--- src/rtl/blink_scheduler_if.sv ---
// Request / blinker-handshake bundle between the lock controller, blink_scheduler and blinker.
interface blink_scheduler_if;
    logic req_error;
    logic req_success;
    logic blink_done;
    logic blink_start;
    logic blink_type;
    logic busy;
    logic abort;

    modport master (
        output req_error, req_success, blink_done,
        input  blink_start, blink_type, busy, abort
    );

    modport slave (
        input  req_error, req_success, blink_done,
        output blink_start, blink_type, busy, abort
    );
endinterface

--- src/rtl/blink_scheduler.sv ---
// Sequences error/success LED patterns on a single blinker with a dark gap between patterns.
// Optional RUN watchdog with abort pulse: define BLINK_TIMEOUT_EN.
module blink_scheduler #(
    parameter int unsigned ARM_CYCLES     = 2,
    parameter int unsigned GAP_CYCLES     = 1200000,
    parameter int unsigned TIMEOUT_CYCLES = 120000000
) (
    input  logic             hwclk,
    input  logic             rst,
    blink_scheduler_if.slave bus
);

    localparam int unsigned CNT_W = 32;
    localparam logic [CNT_W-1:0] ARM_LAST = CNT_W'(ARM_CYCLES - 1);
    localparam logic [CNT_W-1:0] GAP_LAST = CNT_W'(GAP_CYCLES - 1);
`ifdef BLINK_TIMEOUT_EN
    localparam logic [CNT_W-1:0] TO_LAST  = CNT_W'(TIMEOUT_CYCLES - 1);
`endif

    // Elaboration-time parameter sanity checks
    if (ARM_CYCLES < 1 || ARM_CYCLES > 255) begin : g_bad_arm
        $error("blink_scheduler: ARM_CYCLES out of range");
    end
    if (GAP_CYCLES < 1) begin : g_bad_gap
        $error("blink_scheduler: GAP_CYCLES out of range");
    end
    if (TIMEOUT_CYCLES < 1) begin : g_bad_to
        $error("blink_scheduler: TIMEOUT_CYCLES out of range");
    end

    typedef enum logic [1:0] {
        IDLE = 2'd0,
        ARM  = 2'd1,
        RUN  = 2'd2,
        GAP  = 2'd3
    } state_t;

    state_t           state, state_n;
    logic [CNT_W-1:0] cnt, cnt_n;
    logic             pend_err, pend_err_n;
    logic             pend_ok, pend_ok_n;
    logic             start_q, start_n;
    logic             type_q, type_n;
    logic             busy_q, busy_n;
    logic             abort_q, abort_n;
    logic             grant_err, grant_ok;

    // State and output registers
    always_ff @(posedge hwclk) begin
        if (rst) begin
            state    <= IDLE;
            cnt      <= '0;
            pend_err <= 1'b0;
            pend_ok  <= 1'b0;
            start_q  <= 1'b0;
            type_q   <= 1'b0;
            busy_q   <= 1'b0;
            abort_q  <= 1'b0;
        end else begin
            state    <= state_n;
            cnt      <= cnt_n;
            pend_err <= pend_err_n;
            pend_ok  <= pend_ok_n;
            start_q  <= start_n;
            type_q   <= type_n;
            busy_q   <= busy_n;
            abort_q  <= abort_n;
        end
    end

    // Next-state, counter, arbitration and output decode
    always_comb begin
        state_n   = state;
        cnt_n     = cnt;
        type_n    = type_q;
        abort_n   = 1'b0;
        grant_err = 1'b0;
        grant_ok  = 1'b0;

        case (state)
            IDLE: begin
                if (pend_err) begin
                    grant_err = 1'b1;
                    type_n    = 1'b0;
                    state_n   = ARM;
                end else if (pend_ok) begin
                    grant_ok  = 1'b1;
                    type_n    = 1'b1;
                    state_n   = ARM;
                end
            end
            ARM: begin
                // blink_done is deliberately ignored here: it may still be high from the last pattern
                if (cnt == ARM_LAST) state_n = RUN;
                else                 cnt_n   = cnt + CNT_W'(1);
            end
            RUN: begin
                if (bus.blink_done) begin
                    state_n = GAP;
                end
`ifdef BLINK_TIMEOUT_EN
                else if (cnt == TO_LAST) begin
                    state_n = GAP;
                    abort_n = 1'b1;
                end else begin
                    cnt_n = cnt + CNT_W'(1);
                end
`endif
            end
            GAP: begin
                if (cnt == GAP_LAST) state_n = IDLE;
                else                 cnt_n   = cnt + CNT_W'(1);
            end
            default: state_n = IDLE;
        endcase

        if (state_n != state) cnt_n = '0;

        // A same-type request on the grant edge re-arms the flag (set wins)
        pend_err_n = (pend_err & ~grant_err) | bus.req_error;
        pend_ok_n  = (pend_ok  & ~grant_ok)  | bus.req_success;

        start_n = (state_n == ARM) || (state_n == RUN);
        busy_n  = (state != IDLE) || pend_err || pend_ok;
    end

    assign bus.blink_start = start_q;
    assign bus.blink_type  = type_q;
    assign bus.busy        = busy_q;
    assign bus.abort       = abort_q;

endmodule

--- src/flat_wrapper.sv ---
// flat-port wrapper written by rule: the top's interface ports become plain ports
module blink_scheduler_flat 
#(
    parameter int unsigned ARM_CYCLES     = 2,
    parameter int unsigned GAP_CYCLES     = 1200000,
    parameter int unsigned TIMEOUT_CYCLES = 120000000
)
  (hwclk, rst, bus_req_error, bus_req_success, bus_blink_done, bus_blink_start, bus_blink_type, bus_busy, bus_abort);
  blink_scheduler_if bus_i ();
  input  logic hwclk;
  input  logic rst;
  input wire logic [$bits(bus_i.req_error)-1:0] bus_req_error;
  input wire logic [$bits(bus_i.req_success)-1:0] bus_req_success;
  input wire logic [$bits(bus_i.blink_done)-1:0] bus_blink_done;
  output wire logic [$bits(bus_i.blink_start)-1:0] bus_blink_start;
  output wire logic [$bits(bus_i.blink_type)-1:0] bus_blink_type;
  output wire logic [$bits(bus_i.busy)-1:0] bus_busy;
  output wire logic [$bits(bus_i.abort)-1:0] bus_abort;
  assign bus_i.req_error = bus_req_error;
  assign bus_i.req_success = bus_req_success;
  assign bus_i.blink_done = bus_blink_done;
  assign bus_blink_start = bus_i.blink_start;
  assign bus_blink_type = bus_i.blink_type;
  assign bus_busy = bus_i.busy;
  assign bus_abort = bus_i.abort;
  blink_scheduler #(.ARM_CYCLES(ARM_CYCLES), .GAP_CYCLES(GAP_CYCLES), .TIMEOUT_CYCLES(TIMEOUT_CYCLES)) u_core (.hwclk(hwclk), .rst(rst), .bus(bus_i));
endmodule
--- config.mk ---
export PLATFORM = sky130hd
export DESIGN_NAME = blink_scheduler_flat
export DESIGN_NICKNAME = d
export VERILOG_FILES = /design/src/rtl/blink_scheduler_if.sv /design/src/rtl/blink_scheduler.sv /design/src/flat_wrapper.sv
export SDC_FILE = /design/constraint.sdc
export NUM_CORES = 1
export LEC_CHECK = 0
export CORE_ASPECT_RATIO = 0.75
export CORE_MARGIN = 2
export CORE_UTILIZATION = 45
export DETAILED_ROUTE_END_ITERATION = 12
export GPL_TIMING_DRIVEN = 0
export PLACE_DENSITY = 0.72
export SYNTH_ARGS = -nofsm -noshare
export SYNTH_HDL_FRONTEND = slang
export SYNTH_SLANG_ARGS = --single-unit
--- constraint.sdc ---
create_clock -name hwclk -period 3.3 [get_ports hwclk]
set_input_delay 0.495 -clock hwclk [delete_from_list [all_inputs] [get_ports hwclk]]
set_output_delay 0.495 -clock hwclk [all_outputs]
set_load 0.03 [all_outputs]
# After elaboration in Yosys (flattened, before gate mapping)
# Index checks and enable logic that the tools add are counted.
dict set report word_totals {
  register_bits 39
}
dict set report classes {
  bitwise 6
  mux 16
  add_sub_neg 1
  reduce_logical 10
  eq_ne 10
}
# op n
set ops {}
lappend ops {{32-bit 2-to-1 mux} 2}
lappend ops {{32-bit case mux with 2 select lines} 1}
lappend ops {{32-bit by 1-bit adder with 32-bit output, second input constant} 1}
lappend ops {{32-bit by 1-bit equality test with 1-bit output, second input constant} 1}
lappend ops {{32-bit by 21-bit equality test with 1-bit output, second input constant} 1}
lappend ops {{2-bit 2-to-1 mux} 5}
lappend ops {{2-bit case mux with 4 select lines} 1}
lappend ops {{1-bit 2-to-1 mux} 7}
lappend ops {{2-bit equality test, second input constant} 3}
lappend ops {{2-bit nonzero test} 3}
lappend ops {{2-bit by 1-bit equality test with 1-bit output, second input constant} 2}
lappend ops {{2-bit != test, second input constant} 2}
lappend ops {{1-bit logical OR} 3}
lappend ops {{3-bit AND reduction} 1}
lappend ops {{1-bit AND} 2}
lappend ops {{2-bit logical NOT} 1}
lappend ops {{2-bit != test} 1}
lappend ops {{1-bit NOT} 2}
lappend ops {{1-bit OR} 2}
lappend ops {{2-bit AND reduction} 1}
lappend ops {{2-bit OR reduction} 1}

# Longest topological paths before layout
# Gate-level depths: netlist of the first run.
dict set report depth {
  depth_word 6
  depth_mapped 9
  ltp_nobuf 7
}

# Worst setup path after synthesis of the first run
# OpenSTA, ideal clock, no wires.
dict set report synth_timing {
  path_type {register to register}
  start {register u_core.cnt[1]}
  end {register u_core.cnt[13]}
  period_less_slack_ns 1.869
  n_path_buf 1
  t_arrival_ns 1.799
  required_time_ns 3.230
  setup_slack_ns 1.431
  stages_incl_launch_ff 9
  cell_sequence {dfxtp_1 > inv_1 > ha_1 > nor4b_1 > and4_4 > o211a_4 > buf_6 > or4_1 > a21oi_1}
}
dict set report synth_between {
  elab_chain_len 5
}
# item line
set synth_rtl {}
lappend synth_rtl {{start, declared} blink_scheduler.sv:39} ;# logic [CNT_W-1:0] cnt, cnt_n;
lappend synth_rtl {{start signal, assigned} blink_scheduler.sv:61} ;# cnt <= cnt_n;
lappend synth_rtl {{branches (longest 5 deep; another with 32-bit by 1-bit adder with 32-bit output)} -}
# Several ways; the timed one is not identified. The select of a mux whose other input is x is not followed.
# A chain may end at the register's enable or synchronous reset.

# Final worst setup path of the first run
dict set report layout_timing {
  start {register u_core.cnt[0]}
  end {register u_core.cnt[2]}
}
# The elaborated chain is that of the path after synthesis.

==> results of run 1 <==
-- power by group through the flow --
| stage | Combinational, mW | Sequential, mW | Clock, mW |
|---|---|---|---|
| CTS | 0.107 | 0.488 | 0.366 |
| finish | 0.108 | 0.489 | 0.359 |
| detailed placement | 0.107 | 0.499 | 0 |
| global placement | 0.107 | 0.499 | 0 |
| floorplan | 0.0664 | 0.506 | 0 |
| global route | 0.120 | 0.490 | 0.387 |
-- path summary, 6_finish.rpt --
kind	start	end	cells past startpoint	slack, ps
worst max-delay path	u_core.cnt[0]	u_core.cnt[2]	7	1130
worst min-delay path	u_core.pend_err	u_core.bus.blink_type	1	500
worst max register to register	u_core.cnt[0]	u_core.cnt[2]	7	1130
worst min register to register	u_core.pend_err	u_core.bus.blink_type	1	500
-- critical path, delay by kind of cell, from the launching register on --
kind / cells / cell delay [ps]
compound gates: 3 / 470
fa+ha+maj: 1 / 260
buf+inv: 1 / 270
flops: 1 / 420
simple gates: 2 / 630
-- per-layer routing --
| metal | wire (um) | part of all wire | up-vias | global-route usage |
|---|---|---|---|---|
| li1 | - | - | 951 | - |
| met3 | 371 | 0.079 | 7 | 0.0480 |
| met1 | 2300 | 0.49 | 881 | 0.314 |
| met4 | 60 | 0.013 | 0 | 0.0625 |
| met5 | 0 | 0 | - | 0 |
| met2 | 1980 | 0.42 | 55 | 0.279 |
-- Yosys cell counts, types with 5 or more instances --
| cell type | n |
|---|---|
| nand3_1 | 20 |
| nand4_1 | 13 |
| nand2_1 | 11 |
| inv_1 | 5 |
| xor2_1 | 12 |
| o31ai_1 | 11 |
| nor4_1 | 6 |
| a21oi_1 | 25 |
| o21ai_0 | 6 |
| dfxtp_1 | 39 |
| or4_1 | 11 |
| and3_1 | 7 |
| nor2_1 | 27 |
| or3_1 | 7 |
| buf_2 | 9 |
-- cell families after synthesis --
| logic type | count (synthesis) | synth area share |
|---|---|---|
| buffers and inverters | 21 | 0.0553 |
| AO/OA/AOI/OAI | 55 | 0.167 |
| XOR/XNOR | 12 | 0.0517 |
| AND/OR/NAND/NOR | 118 | 0.328 |
| flip-flops | 39 | 0.384 |
| other | 1 | 0.00184 |
| adder cells (fa/ha/maj) | 2 | 0.0123 |
-- stage by stage --
| step | hold WS (ps) | setup WS, ps |
|---|---|---|
| 6_report | 501 | 1130 |
| 5_1_grt | 528 | 1000 |
| 4_1_cts | 497 | 1200 |
| 3_5_place_dp | 485 | 1240 |
| 3_3_place_gp | 480 | 1220 |
| 2_1_floorplan | 454 | 1430 |
-- registers in the layout (all words and copies together) (netlist names) --
name                    count
u_core.pend_ok              1
u_core.cnt                 32
u_core.pend_err             1
u_core.bus.busy             1
u_core.state                2
u_core.bus.blink_start      1
u_core.bus.blink_type       1
-- final cells by class --
| cell class | instances | share of cell area |
|---|---|---|
| Multi-Input combinational cell | 188 | 0.504 |
| Inverter | 6 | 0.00994 |
| Sequential cell | 39 | 0.345 |
| Timing Repair Buffer | 6 | 0.0265 |
| Clock buffer | 8 | 0.0442 |
| Buffer | 15 | 0.0398 |
| Tap cell | 57 | 0.0315 |
==> summary.txt, run 1 <==
Status
  – Outcome: complete, no violations

Global routing
  – GRT Residual Overflow: 0
  – First-pass GRT wire length: 8.01 mm
  – Largest net degree at the start of global routing: 12
  – Vias in the first global route: 1650
  – Tot GR Track Use: 0.204
  – Initial antenna violation count: 0

Clock tree
  – Htree depth: 2
  – Worst-skew pair later-pin latency: 300 ps
  – Sink Count: 39
  – Clock root buffer: clkbuf_8
  – Post-CTS setup buffer count: 0
  – Hold_buf cts: 0
  – CTS tree: built
  – TritonCTS Buffers: 5
  – Clk slew on worst S/H paths: 70 ps
  – Post-CTS Resized: 0
  – Clock tree buffer depth: 2

Cells and area
  – Fill count: 430
  – Layout area overhead: 11.4%
  – Ant diodes: 0
  – Final Cell Area: 2270 sq um
  – Final Util: 0.513
  – Register Area: 781 sq um
  – Layout Cells excl Fill: 319
  – Commonest non-fill, non-tap cells in the layout: dfxtp_1, nor2_1, a21oi_1
  – Most common cell after layout, fill and taps aside: dfxtp_1
  – Layout cell share with drive strength beyond 1: 0.107
  – Multi-input gate area: 1140 sq um
  – Fin nets: 268

STA
  – F_max: 460 MHz
  – Max-slew headroom: 0.554
  – Final worst path period share: 0.659
  – Final hold viol count: 0
  – RSZ-0062 raised after global routing: false
  – Clock skew: 5.63 ps
  – Setup TNS: 0 ps
  – Final Slew Violations: 0
  – Fin crit period: 2170 ps
  – Setup violations, final: 0
  – Worst slew pin tran: 663 ps

Die
  – Die ar.: 5080 sq um
  – Io pins: 9
  – Die height: 62.2 um
  – Rows: 21
  – Die width: 81.6 um
  – Core area: 4410 sq um
  – Initial core utilization: 0.461

Placement
  – DP HPWL: 3.36 mm
  – Routability cong.: 0.920
  – Cell Area, Placed: 2170 sq um
  – Placed insts: 311
  – Input/output buffers: 6

Power
  – Leak: 0.731 nW
  – Sw Ratio: 0.255
  – Final Total Pwr: 955 uW
  – Clock network fraction of design power: 0.376
  – Combinational fraction of design power: 0.113
  – Part of the power in registers: 0.512
  – Worst vdd ir: 0.210 mV
  – Switching power: 243 uW
  – Power density over cell area: 421 nW/um^2
  – Int Pwr: 711 uW

Route
  – Post-route antenna net violation count: 0
  – Total number of vias: 1894
  – Initial drt markers: 187
  – DRC errors left: 0
  – WL per Instance: 14.8 um
  – Drt via density: 5.94
  – DR pass1 iterations: 4
  – Routed wire length: 4.71 mm

Synthesis
  – Library cells used by synthesis: 43
  – Synth warn: 0
  – Post-synthesis net count: 255
  – Synth area leaders: dfxtp_1, a21oi_1, xor2_1
  – Post-synth EDFFs: 0
  – Syn Inst Count: 248
  – Syn Std Cell Area: 2030 sq um
  – #FFs+latches synth: 39
  – Seq/Total Area, Yosys: 0.384
  – Top cell type's share of synthesized area: 0.384
  – Synth Flop Type: dfxtp_1
  – Cell taking the most area after synthesis: dfxtp_1
  – Syn avg cell area: 8.20 sq um
  – Asr flop ratio synth: 0

Worst setup path
  – CP max FO: 10
  – Crit path cell chain: ha_1, nand3_1, nor4_1, a21o_1, a211o_1, buf_2, a21oi_1
  – Worst setup path class: flop to flop
  – Startpoint Class: flop
  – Worst setup EP type: flop
  – Crit path max-delay cell type: nor4_1
  – Slowest Stage Delay on Critical Path: 520 ps
  – CP required: 3480 ps
  – CP arrival: 2350 ps

Run
  – MaxCap Viol Count: 0

Worst hold path
  – Tightest Hold Check Type: flop to flop
Power figures use the tool's default switching activity.
==> inputs of run 2 (changes only) <==
Settings changed: PLACE_DENSITY 0.72 to 0.75.
Clock period 3.3 ns to 1.8 ns, I/O delays scaled along.
==> run 2 against run 1 <==
Effect of this change: non-clock buffer count is 21 higher; setup slack worse by 1300 ps; design area up 32%; global-route usage grew 4.6 points; combinational power grew to 3.8 times the previous value; the run now ends with negative setup slack left.
==> summary.txt, run 2 (synthesis results as in run 1) <==
Status
  – Outcome: finished, violations left
  – Failing checks: negative setup slack

Worst setup path
  – Worst setup EP type: flop
  – Crit path max-delay cell type: dfxtp_4
  – Startpoint Class: flop
  – CP required: 2040 ps (-1440 ps)
  – CP max FO: 7 (-3)
  – Slowest Stage Delay on Critical Path: 370 ps (-150 ps)
  – Worst setup path class: flop to flop
  – Crit path cell chain: buf_6, ha_4, nand4_1, nor4_4, o211a_4, buf_8, buf_12, o21ai_1, a21oi_2
  – Family with the most delay on the worst path: simple AND/OR/NAND/NOR gates
  – Buf+Inv Stages, Crit Path: 3 (+2)
  – CP arrival: 2210 ps (-140 ps)

Global routing
  – GR met1 Demand/Resource: 0.366 (+0.0519)
  – Grt met3 use: 0.0581 (+0.0102)
  – GRT busiest layer: met1
  – Tot GR Track Use: 0.250 (+0.0458)
  – Largest net degree at the start of global routing: 13 (+1)
  – First-pass GRT wire length: 9.74 mm (+22%)
  – Initial antenna violation count: 0 (unchanged)
  – Vias in the first global route: 1930 (+17%)
  – Met2 usage: 0.355 (+0.0758)
  – GRT Residual Overflow: 0 (unchanged)

Cells and area
  – Most common cell after layout, fill and taps aside: dfxtp_1
  – Layout cell share with drive strength beyond 1: 0.433 (+0.326)
  – Fill count: 309 (-28%)
  – Commonest non-fill, non-tap cells in the layout: dfxtp_1, buf_4, nand3_1, a21oi_2, nor2_1
  – Final Cell Area: 2990 sq um (+32%)
  – Layout Cells excl Fill: 341 (+6.9%)
  – Ant diodes: 0 (unchanged)
  – Fin nets: 290 (+8.2%)
  – Largest register FFs: 32 (unchanged)
  – Layout area overhead: 47.0%
  – Top Registers: u_core.cnt: 32 flops, u_core.state: 2 flops
  – Most flop-heavy register: u_core.cnt

Clock tree
  – Clock root buffer: clkbuf_8
  – Clk slew on worst S/H paths: 80 ps (about the same)
  – Sink Count: 39 (unchanged)
  – Hold_buf cts: 0 (unchanged)
  – Htree depth: 2 (unchanged)
  – CTS tree: built
  – Clock tree buffer depth: 2 (unchanged)
  – Worst-skew pair later-pin latency: 300 ps (about the same)
  – TritonCTS Buffers: 5 (unchanged)

Placement
  – DP HPWL: 3.33 mm (-0.91%)
  – Input/output buffers: 6 (unchanged)
  – Cell Area, Placed: 2170 sq um (about the same)
  – Placed insts: 311 (unchanged)
  – Routability cong.: 0.915 (-0.58%)

Route
  – Total number of vias: 2252 (+19%)
  – DRC errors left: 0 (unchanged)
  – Drt via density: 6.60 (+11%)
  – Initial drt markers: 200 (+7.0%)
  – DR pass1 iterations: 5 (+1)
  – Routed wire length: 7.05 mm (+50%)
  – WL per Instance: 20.7 um (+40%)
  – Post-route antenna net violation count: 0 (unchanged)

STA
  – RSZ-0062 raised after global routing: true
  – Final worst path period share: 1.09 (+0.436)
  – Setup WS post-layout: -170 ps (-1300 ps)
  – Clock skew: 4.98 ps (-0.653 ps)
  – Final Slew Violations: 0 (unchanged)
  – Setup violations, final: 33 (+33)
  – F_max: 508 MHz (+10%)
  – Fin crit period: 1970 ps (-204 ps)
  – Final hold viol count: 0 (unchanged)
  – Min Hold Slack: 301 ps (-200 ps)

Power
  – Power density over cell area: 702 nW/um^2 (+66%)
  – Worst vdd ir: 0.427 mV (+100%)
  – Leak: 1.01 nW (+38%)
  – Final Total Pwr: 2.10 mW (+120%)

Die
  – Io pins: 9 (unchanged)
  – Rows: 21 (unchanged)
  – Die ar.: 5080 sq um (unchanged)
  – Die height: 62.2 um (unchanged)
  – Initial core utilization: 0.461 (unchanged)
  – Die width: 81.6 um (unchanged)
  – Core area: 4410 sq um (unchanged)

Run
  – MaxCap Viol Count: 0 (unchanged)

Worst hold path
  – Tightest Hold Check Type: primary input to flop
## run 2: cell types whose count changed in the layout (fill, tap and decap cells not counted), moves of 4 or more
cell	before	now
a21oi_2	0	18
buf_2	9	1
dfxtp_1	39	25
dfxtp_2	0	9
o31ai_2	0	6
nor4_1	6	0
dfxtp_4	0	5
nor2_4	0	10
buf_4	2	18
a21oi_1	25	7
o31ai_1	11	5
buf_8	0	4
nor2_1	27	16
## run 2: area by class of cell
cell class | instances | area [sq um] | share of cell area
multi-input cells | 189 | 1510 | 0.506
flip-flops and latches | 39 | 811 | 0.271
repair buffers | 27 | 304 | 0.102
plain buffers | 15 | 150 | 0.0502
clock buffers | 6 | 82.6 | 0.0276
well taps | 57 | 71.3 | 0.0238
clock inverters | 2 | 35.0 | 0.0117
inverters | 6 | 25.0 | 0.00836
## run 2: what timing repair did
item	CTS	global route
gates cloned	3	2
endpoints found under the setup margin	35	34
gates resized for setup	56	68
buffers inserted	9	8
pin swaps	11	22
## run 2: stage by stage
step	setup slack [ps]	util	TNS [ps]
final	-170	0.678	-4420
after global routing	-270	0.678	-7700
after CTS	-98.4	0.598	-1870
after detailed placement	-292	0.491	-7750
after global placement	-273	0.491	-8050
after floorplan	6.50	-	0
## run 2: worst paths after layout
check / end / start / slack [ps] / depth (start not counted)
setup reg to reg: u_core.cnt[0] / u_core.cnt[1] / -170 / 9
setup / recovery: u_core.cnt[0] / u_core.cnt[1] / -170 / 9
hold reg to reg: u_core.cnt[12] / u_core.cnt[12] / 510 / 2
hold / removal: u_core.pend_err / rst / 300 / 2
## run 2: power breakdown
part	leakage, nW	switching (mW)	internal, mW
Clock	0.0612	0.342	0.449
Sequential	0.324	0.0169	0.877
Combinational	0.622	0.215	0.199
## run 2: routing by layer
layer  vias up  part of all wire
li1       1005                 -
met1      1089              0.42
met2       123              0.46
met3        35             0.084
met4         0             0.038
met5         -                 0
==> inputs of run 3 (changes only) <==
==> constraint.sdc (replaced) <==
create_clock -name hwclk -period 1.8 [get_ports hwclk]
set_input_delay 0.45 -clock hwclk [delete_from_list [all_inputs] [get_ports hwclk]]
set_output_delay 0.45 -clock hwclk [all_outputs]
set_load 0.03 [all_outputs]
==> run 3 against run 2 <==
Effect of this change: the flow still finishes with violations (negative setup slack); maximum frequency is essentially flat; first-iteration DRC count is the same; cell count is the same; non-clock buffer count is the same; design area is essentially flat; combinational power is essentially flat; power is essentially flat; register-to-register slack is essentially flat; die area is the same; highest routed layer unchanged.
==> summary.txt, run 3 (synthesis results as in run 1) <==
Status
  – Outcome: finished, violations left
  – Failing checks: negative setup slack

Route
  – Post-route antenna net violation count: 0 (unchanged)
  – Drt via density: 6.64 (+0.58%)
  – Routed wire length: 7.09 mm (+0.55%)
  – WL per Instance: 20.8 um (+0.55%)
  – Initial drt markers: 200 (unchanged)
  – DR pass1 iterations: 5 (unchanged)
  – DRC errors left: 0 (unchanged)
  – Total number of vias: 2265 (+0.58%)

Worst setup path
  – R2R depth: 9 (unchanged)
  – CP max FO: 7 (unchanged)
  – Startpoint Class: flop
  – Worst setup path class: flop to flop
  – CP required: 2040 ps (about the same)
  – CP arrival: 2210 ps (about the same)
  – Worst setup EP type: flop

Global routing
  – Initial antenna violation count: 0 (unchanged)
  – GRT Residual Overflow: 0 (unchanged)
  – First-pass GRT wire length: 9.74 mm (unchanged)
  – Vias in the first global route: 1930 (unchanged)
  – Largest net degree at the start of global routing: 13 (unchanged)
  – Tot GR Track Use: 0.250 (unchanged)

Cells and area
  – Ant diodes: 0 (unchanged)
  – Final Util: 0.678 (about the same)
  – Top Registers: u_core.cnt: 32 flops, u_core.state: 2 flops
  – Layout cell share with drive strength beyond 1: 0.433 (unchanged)
  – Largest register FFs: 32 (unchanged)
  – Most common cell after layout, fill and taps aside: dfxtp_1
  – Commonest non-fill, non-tap cells in the layout: dfxtp_1, buf_4, nand3_1, a21oi_2, nor2_1
  – Layout Cells excl Fill: 341 (unchanged)
  – Most flop-heavy register: u_core.cnt
  – Layout area overhead: 47.2% (about the same)
  – Fin nets: 290 (unchanged)

Clock tree
  – Worst-skew pair later-pin latency: 300 ps (about the same)
  – TritonCTS Buffers: 5 (unchanged)
  – Sink Count: 39 (unchanged)
  – Clk slew on worst S/H paths: 80 ps (about the same)
  – Clock tree buffer depth: 2 (unchanged)
  – Hold_buf cts: 0 (unchanged)
  – Htree depth: 2 (unchanged)
  – CTS tree: built
  – Clock root buffer: clkbuf_8

Placement
  – DP HPWL: 3.33 mm (unchanged)
  – Routability cong.: 0.915 (unchanged)
  – Placed insts: 311 (unchanged)
  – Input/output buffers: 6 (unchanged)

Run
  – MaxCap Viol Count: 0 (unchanged)

Die
  – Die ar.: 5080 sq um (unchanged)
  – Die height: 62.2 um (unchanged)
  – Die width: 81.6 um (unchanged)
  – Rows: 21 (unchanged)
  – Core area: 4410 sq um (unchanged)
  – Initial core utilization: 0.461 (unchanged)
  – Io pins: 9 (unchanged)

STA
  – Setup WS post-layout: -170 ps (+0.0600 ps)
  – Setup TNS: -4430 ps (-6.28 ps)
  – Final hold viol count: 0 (unchanged)
  – RSZ-0062 raised after global routing: true
  – Final Slew Violations: 0 (unchanged)
  – Setup violations, final: 33 (unchanged)
  – Clock skew: 4.28 ps (-0.704 ps)
  – F_max: 508 MHz (about the same)
  – Final worst path period share: 1.09 (about the same)
  – Fin crit period: 1970 ps (-0.0600 ps)

Power
  – Combinational fraction of design power: 0.197 (about the same)
  – Clock network fraction of design power: 0.377 (about the same)
  – Worst vdd ir: 0.428 mV (+0.37%)
  – Switching power: 576 uW (+0.30%)
  – Power density over cell area: 701 nW/um^2 (about the same)
  – Final Total Pwr: 2.10 mW (about the same)
  – Leak: 1.02 nW (+1.6%)
  – Sw Ratio: 0.274 (+0.000629)
  – Part of the power in registers: 0.426 (about the same)
  – Int Pwr: 1.52 mW (about the same)

Worst hold path
  – WHS Path Cells: 2 (unchanged)
  – Tightest Hold Check Type: primary input to flop
run 3: changes by cell type in the layout (fill, tap and decap cells not counted), sizes merged:
| cell | before | now |
|---|---|---|
| clkdlybuf4s50 | 6 | 5 |
| dlymetal6s2s | 0 | 1 |
run 3: timing repair:
item,4_1_cts,5_1_grt
endpoints found under the setup margin,35,35
pin swaps,11,22
resized for setup,56,69
setup buffers,9,8
gates cloned,3,2
run 3: final cells by class:
| class | count | area (sq um) |
|---|---|---|
| Multi-Input combinational cell | 189 | 1510 |
| Fill cell | 308 | 1420 |
| Sequential cell | 39 | 811 |
| Timing Repair Buffer | 27 | 307 |
| Buffer | 15 | 150 |
| Clock buffer | 6 | 82.6 |
| Tap cell | 57 | 71.3 |
| Clock inverter | 2 | 35.0 |
| Inverter | 6 | 25.0 |
run 3: per-stage QoR:
stage	worst slack, ps	hold WS [ps]	cell area [sq um]
final	-170	481	2990
after global routing	-270	508	2990
after CTS	-98.4	493	2640
after detailed placement	-292	485	2170
after global placement	-273	480	2170
after floorplan	6.50	454	2040
run 3: power by group through the flow:
stage | combinational, mW | sequential [mW] | clock (mW)
after floorplan | 0.121 | 0.929 | 0
after global placement | 0.195 | 0.916 | 0
after detailed placement | 0.196 | 0.916 | 0
after CTS | 0.310 | 0.897 | 0.776
after global routing | 0.429 | 0.895 | 0.824
final | 0.414 | 0.894 | 0.793
run 3: per-layer routing:
metal | vias to the layer above | global-route usage | routed length, um
li1 | 1003 | - | -
met1 | 1095 | 0.366 | 2940
met2 | 135 | 0.355 | 3270
met3 | 32 | 0.0581 | 616
met4 | 0 | 0.0938 | 260
met5 | - | 0 | 0
run 3: worst paths after layout:
check	startpoint	slack, ps	end
setup / recovery	u_core.cnt[1]	-170	u_core.cnt[0]
hold / removal	rst	480	u_core.pend_err
setup reg to reg	u_core.cnt[1]	-170	u_core.cnt[0]
hold reg to reg	u_core.cnt[12]	510	u_core.cnt[12]
run 3: worst max-delay path: stages (launching register included):
cell and delay, ps:
dfxtp_4 360, buf_6 120, ha_4 150, nand4_1 150, nor4_4 80, o211a_4 290, buf_8 150, buf_6 120
or3_1 330, a21oi_2 140
